==> src/rtl/pipelined_adder.sv <==
// pipelined_adder: WIDTH-bit add/subtract unit split into SEG-bit segments,
// one segment per pipeline stage, with the carry registered between stages.
// Upper operand segments are skewed forward and finished lower segments are
// carried along, so every segment of an operation leaves the last stage
// together. WIDTH must be a positive multiple of SEG.
module pipelined_adder #(
  parameter int WIDTH = 16,
  parameter int SEG   = 4
) (
  input  logic             clk,
  input  logic             rst,
  input  logic             ce,
  input  logic             in_valid,
  input  logic             sub,
  input  logic [WIDTH-1:0] a,
  input  logic [WIDTH-1:0] b,
  input  logic             c_in,
  output logic             out_valid,
  output logic [WIDTH-1:0] sum,
  output logic             c_out,
  output logic             ovf
);

  localparam int N = WIDTH / SEG;

  // Per-stage registers: valid bit, carry out of the stage's segment,
  // operand copies feeding later segments, and the partial result so far.
  logic [N-1:0]     valid_q;
  logic [N-1:0]     carry_q;
  logic [WIDTH-1:0] a_q   [N];
  logic [WIDTH-1:0] b_q   [N];
  logic [WIDTH-1:0] sum_q [N];
  logic             ovf_q;

  // Combinational stage inputs and results.
  logic [WIDTH-1:0] b_eff;
  logic             cin_eff;
  logic [WIDTH-1:0] a_in     [N];
  logic [WIDTH-1:0] b_in     [N];
  logic [N-1:0]     cy_in;
  logic [SEG:0]     seg_res  [N];
  logic [WIDTH-1:0] sum_next [N];
  logic             ovf_next;

  // Subtraction is a + ~b + ~c_in; the stage adders only ever add, and each
  // stage adds its own segment of the operands it received from the previous
  // stage plus that stage's registered carry.
  always_comb begin
    b_eff   = sub ? ~b : b;
    cin_eff = sub ? ~c_in : c_in;

    a_in[0]  = a;
    b_in[0]  = b_eff;
    cy_in[0] = cin_eff;
    for (int k = 1; k < N; k++) begin
      a_in[k]  = a_q[k-1];
      b_in[k]  = b_q[k-1];
      cy_in[k] = carry_q[k-1];
    end

    for (int k = 0; k < N; k++) begin
      seg_res[k] = {1'b0, a_in[k][k*SEG +: SEG]}
                 + {1'b0, b_in[k][k*SEG +: SEG]}
                 + {{SEG{1'b0}}, cy_in[k]};
    end

    sum_next[0] = '0;
    sum_next[0][SEG-1:0] = seg_res[0][SEG-1:0];
    for (int k = 1; k < N; k++) begin
      sum_next[k] = sum_q[k-1];
      sum_next[k][k*SEG +: SEG] = seg_res[k][SEG-1:0];
    end

    // The carry into the MSB is recovered as a ^ b ^ sum at that bit; it
    // differs from the carry out exactly when the signed result overflows.
    ovf_next = a_in[N-1][WIDTH-1] ^ b_in[N-1][WIDTH-1]
             ^ seg_res[N-1][SEG-1] ^ seg_res[N-1][SEG];
  end

  // Advance every stage on an enabled edge; reset clears all state and wins over ce.
  always_ff @(posedge clk) begin
    if (rst) begin
      valid_q <= '0;
      carry_q <= '0;
      ovf_q   <= 1'b0;
      for (int k = 0; k < N; k++) begin
        a_q[k]   <= '0;
        b_q[k]   <= '0;
        sum_q[k] <= '0;
      end
    end else if (ce) begin
      valid_q[0] <= in_valid;
      for (int k = 1; k < N; k++) begin
        valid_q[k] <= valid_q[k-1];
      end
      for (int k = 0; k < N; k++) begin
        carry_q[k] <= seg_res[k][SEG];
        a_q[k]     <= a_in[k];
        b_q[k]     <= b_in[k];
        sum_q[k]   <= sum_next[k];
      end
      ovf_q <= ovf_next;
    end
  end

  assign out_valid = valid_q[N-1];
  assign sum       = sum_q[N-1];
  assign c_out     = carry_q[N-1];
  assign ovf       = ovf_q;

endmodule

==> config.mk <==
export PLATFORM = sky130hd
export DESIGN_NAME = pipelined_adder
export DESIGN_NICKNAME = d
export VERILOG_FILES = /design/src/rtl/pipelined_adder.sv
export SDC_FILE = /design/constraint.sdc
export NUM_CORES = 1
export LEC_CHECK = 0
export CAP_MARGIN = 30
export CORE_ASPECT_RATIO = 1.4
export CORE_UTILIZATION = 49
export CTS_CLUSTER_SIZE = 24
export DETAILED_ROUTE_END_ITERATION = 6
export GPL_ROUTABILITY_DRIVEN = 0
export PLACE_DENSITY = 0.75
export RECOVER_POWER = 100
export SLEW_MARGIN = 20
export SYNTH_ARGS = -nofsm -noshare
export SYNTH_HDL_FRONTEND = slang
export SYNTH_SLANG_ARGS = --single-unit
==> constraint.sdc <==
create_clock -name clk -period 2.34 [get_ports clk]
set_input_delay 0.351 -clock clk [delete_from_list [all_inputs] [get_ports clk]]
set_output_delay 0.351 -clock clk [all_outputs]
set_load 0.02 [all_outputs]
* Yosys cells after proc, flatten, opt, wreduce, memory -nomap -nowiden *
Memories as Yosys holds them, arrays and structs flattened.
Index checks and enable logic that the tools add are counted.

word-level totals
  register bits after elaboration = 9
  bits in latches = 0
  RAM bits = 192
  bits in read-only memories = 0
  bits of input ports = 38
  output and inout port bits = 19
  logic and storage cells = 50
  memories = 3

memories
  memory  words  width  read ports  clocked after memory_dff  wr ports  RTL line  text
  a_q     4      16     3           0                         4         30        logic [WIDTH-1:0] a_q [N];
  b_q     4      16     3           0                         4         31        logic [WIDTH-1:0] b_q [N];
  sum_q   4      16     4           0                         4         32        logic [WIDTH-1:0] sum_q [N];

cells by class
  $add $sub $neg = 8
  multipliers = 0
  div/mod/pow operators = 0
  magnitude comparators = 0
  eq/ne operators = 0
  shift operators = 0
  muxes and demuxes = 19
  bitwise gates (word level) = 17
  reduce and logical (&&, ||, !) cells = 0

operator list
  kind         count
  $mux 16      13
  $add 4x4->5  4
  $add 5x1->5  4
  $not 16->16  1
  $or 1x1->1   12
  $mux 1       6
  $xor 1x1->1  3
  $not 1->1    1

* Longest topological paths before layout *
  depth in word-level cells = 5
  mapped depth = 8
  mapped depth without buffers = 6

* Worst setup path after synthesis *
Ideal clock, no wire load.

  kind = input-to-reg
  start = input port ce
  end = memory a_q[0][10] (enable)
  setup time = 409 ps
  data arrival time = 1,836 ps
  required time = 1,931 ps
  slack = 95 ps
  stages = 3
  path buffers = 2
  cells stage by stage = buf_4 buf_2 or2_2

RTL lines
  what             RTL line  text
  start, declared  12        input logic ce,
  end, declared    30

* Worst setup path after layout *
  start = input port sub
  end = register carry_q[0]

between the ends
  longest elaborated chain between the ends = 3
  elaborated cells between the ends (all ways) = 4
  those cells by class = add/sub (2); mux (2)

ends and longest elaborated chain
  what                           RTL line  text
  start, declared                14        input logic sub,
  $mux 16                        49        b_eff = sub ? ~b : b;
  $add 4x4->5                    63        + {1'b0, b_in[k][k*SEG +: SEG]}
  $add 5x1->5 *                  64        + {{SEG{1'b0}}, cy_in[k]};
  end signal, assigned by index  97        carry_q[k] <= seg_res[k][SEG];
  end, declared                  29        logic [N-1:0] carry_q;

Mark *: on every way between the ends. The rest lies on a longest branch, timed or not.
A chain may end at the register's enable or synchronous reset.

==> impl_metrics.json <==
{
  "grt_pass1_vias": 2064,
  "yosys.area.top_type": "edfxtp_1",
  "multi_input_area_mm2": 0.00127,
  "fillers": 643,
  "cts_made_buffers": 9,
  "worstSetupPathType": "in2reg",
  "critPathTopFamily": "adder cells",
  "core-area_mm2": 0.00825,
  "syn_inst": 290,
  "path_buf_inv": 1,
  "cts.sinks": 97,
  "crit_path_cell_trace": "clkdlybuf4s50_1, xor2_1, fa_1, fa_1, a21o_1, a21oi_1, a211oi_1",
  "dp_hpwl_um": 3550,
  "wire_per_inst_um": 11.8,
  "worst_slew_pin_slew_ns": 0.928,
  "area_growth_pct": 24.0,
  "finalPower_mw": 3.86,
  "worstHoldStart": "carry_q[3]$_SDFFE_PP0P_",
  "diodes": 0,
  "grt_max_degree": 67,
  "cp.arrival_ns": 2.30,
  "worstPathRequired_ns": 2.51,
  "rows": 39,
  "boundaryPins": 57,
  "insertion_delay_ns": 0.34,
  "worst_setup_path_start_kind": "primary input",
  "via_count": 2175,
  "ir_drop_v": 0.000445,
  "max_stage_delay_ns": 0.47,
  "r2r_start": "a_q[0][44]$_SDFFCE_PN0P_",
  "fin_skew_ns": 0.00336,
  "status": "finished clean",
  "cp_common_cell": "fa_1",
  "postSynthAreaPerCell_um2": 14.5,
  "grtUsageTotal": 0.138,
  "fin_crit_ns": 2.13,
  "max-slew-margin-rel": 0.378,
  "fmax_mhz": 470,
  "final_common_cell": "edfxtp_1",
  "dr.first_iter.drc_count": 129,
  "hold_buffers": 0,
  "critical_path_depth": 7,
  "cts_setup_buffers": 0,
  "first_pass_iters": 4,
  "die_h_um": 112,
  "antenna_found_initial": 0,
  "cp_slowest_cell": "clkdlybuf4s50_1",
  "setup_viol": 0,
  "final_max_slew_viol_count": 0,
  "synth-edff-count": 88,
  "fin_util": 0.633,
  "drc": 0,
  "yosys-top-cells-area": "edfxtp_1, and2_1, dfxtp_1",
  "drt-total-wl_um": 5410,
  "start_util": 0.510,
  "p_per_area_mw_per_mm2": 740,
  "numPortBuffers": 56,
  "syn_area_mm2": 0.00421,
  "total_leakage_power_nw": 2.09,
  "dieArea_mm2": 0.00897,
  "crit_path_start": "sub",
  "die-width_um": 80.3,
  "grt_overflow": 0,
  "ys_ff_latch": 97,
  "synth-main-ff-cell": "edfxtp_1",
  "ff2ff_path_depth": 6,
  "yosysUniqueCellTypes": 26,
  "worstPathMaxFanout": 3,
  "async_reset_ff_frac": 0,
  "drive_above_1_share": 0.0782,
  "regArea_mm2": 0.00282,
  "synth-seq-area-share": 0.671,
  "ys_warn_count": 0,
  "syn-num-nets": 348,
  "fin_nets": 412,
  "clk_path_buf_depth": 2,
  "path_clk_slew_ns": 0.06,
  "cts_max_level": 3,
  "cts-resized-gates": 0,
  "hold-path-cell-count": 2,
  "fin_crit_sh": 0.910,
  "hold_path.class": "reg2reg",
  "via_per_inst": 4.73,
  "yosysTopAreaCellShare": 0.628,
  "cts_tree": "done",
  "max_cap_violations": 0,
  "grt_first_pass_wirelength_um": 9050,
  "final_cell_mix": "edfxtp_1, and2_1, clkdlybuf4s50_1",
  "rsz0062_at_grt": "false",
  "cts_root_buffer": "clkbuf_16",
  "ant_nets": 0,
  "end_kind": "flop",
  "finalHoldViolations": 0
}
[layer usage]
| metal | vias up | track usage | part of all wire |
|---|---|---|---|
| li1 | 1118 | - | - |
| met1 | 997 | 0.153 | 0.41 |
| met2 | 49 | 0.228 | 0.52 |
| met3 | 11 | 0.0443 | 0.043 |
| met4 | 0 | 0.0821 | 0.030 |
| met5 | - | 0 | 0 |
[area by class of cell]
type,count,area share
clock inverter,6,0.0115
inverter,8,0.00575
clock buffer,9,0.0432
tap,102,0.0245
timing repair buffer,67,0.130
multi-input combinational,171,0.244
sequential,97,0.541
[worst register-to-register path, stage by stage, from the launching register on]
cell	delay (ns)
edfxtp_1	0.39
fa_1	0.45
fa_1	0.42
a21o_1	0.20
a21oi_1	0.22
xnor2_1	0.17
a211oi_2	0.09
[final timing paths]
check,to,slack (ns)
setup / recovery,carry_q[0]$_SDFFE_PP0P_,0.21
hold / removal,carry_q[3]$_SDFFE_PP0P_,0.50
setup reg to reg,ovf$_SDFFE_PP0P_,0.26
hold reg to reg,carry_q[3]$_SDFFE_PP0P_,0.50
[power by group]
group / internal, mW / switching, mW
Combinational: 0.215 / 0.200
Sequential: 2.03 / 0.0342
Clock: 0.814 / 0.569
Total: 3.06 / 0.804
[state kept, by name, indices dropped and copies added, names as in the netlist]
| signal | cells |
|---|---|
| ovf | 1 |
| sum_q | 40 |
| a_q | 24 |
| valid_q | 4 |
| b_q | 24 |
| carry_q | 4 |
[synthesized netlist by cell type (3+ instances only)]
cell      instances
edfxtp_1         88
and2_1           66
nor2_1           29
xnor2_1          15
ha_1             12
dfxtp_1           9
xor2_1            9
fa_1              8
inv_1             8
a21o_1            6
a21oi_1           4
buf_2             4
clkbuf_2          4
mux2i_1           4
nor2b_1           4
buf_4             3
clkbuf_1          3
[cells by family (layout without fill, tap and decap cells)]
logic type / after synthesis / after routing / synth area share
compound gates: 19 / 19 / 0.0327
xor+xnor: 24 / 24 / 0.0500
fa+ha+maj: 20 / 20 / 0.0737
buf+inv: 22 / 90 / 0.0247
flops: 97 / 97 / 0.671
mux: 4 / 4 / 0.00952
simple gates: 104 / 104 / 0.139
[stage by stage]
step	instances	worst slack, ns	instance area (um2)	setup TNS (ns)	hold slack [ns]
after detailed placement	444	-0.112	4920	-0.199	0.498
final	460	0.211	5220	0	0.500
after global routing	460	0.0925	5220	0	0.529
after CTS	459	0.244	5210	0	0.509
after floorplan	290	0.0952	4210	0	0.460
after global placement	444	-0.0476	4920	-0.0485	0.474
No activity file was read; power rests on OpenSTA's default activity.
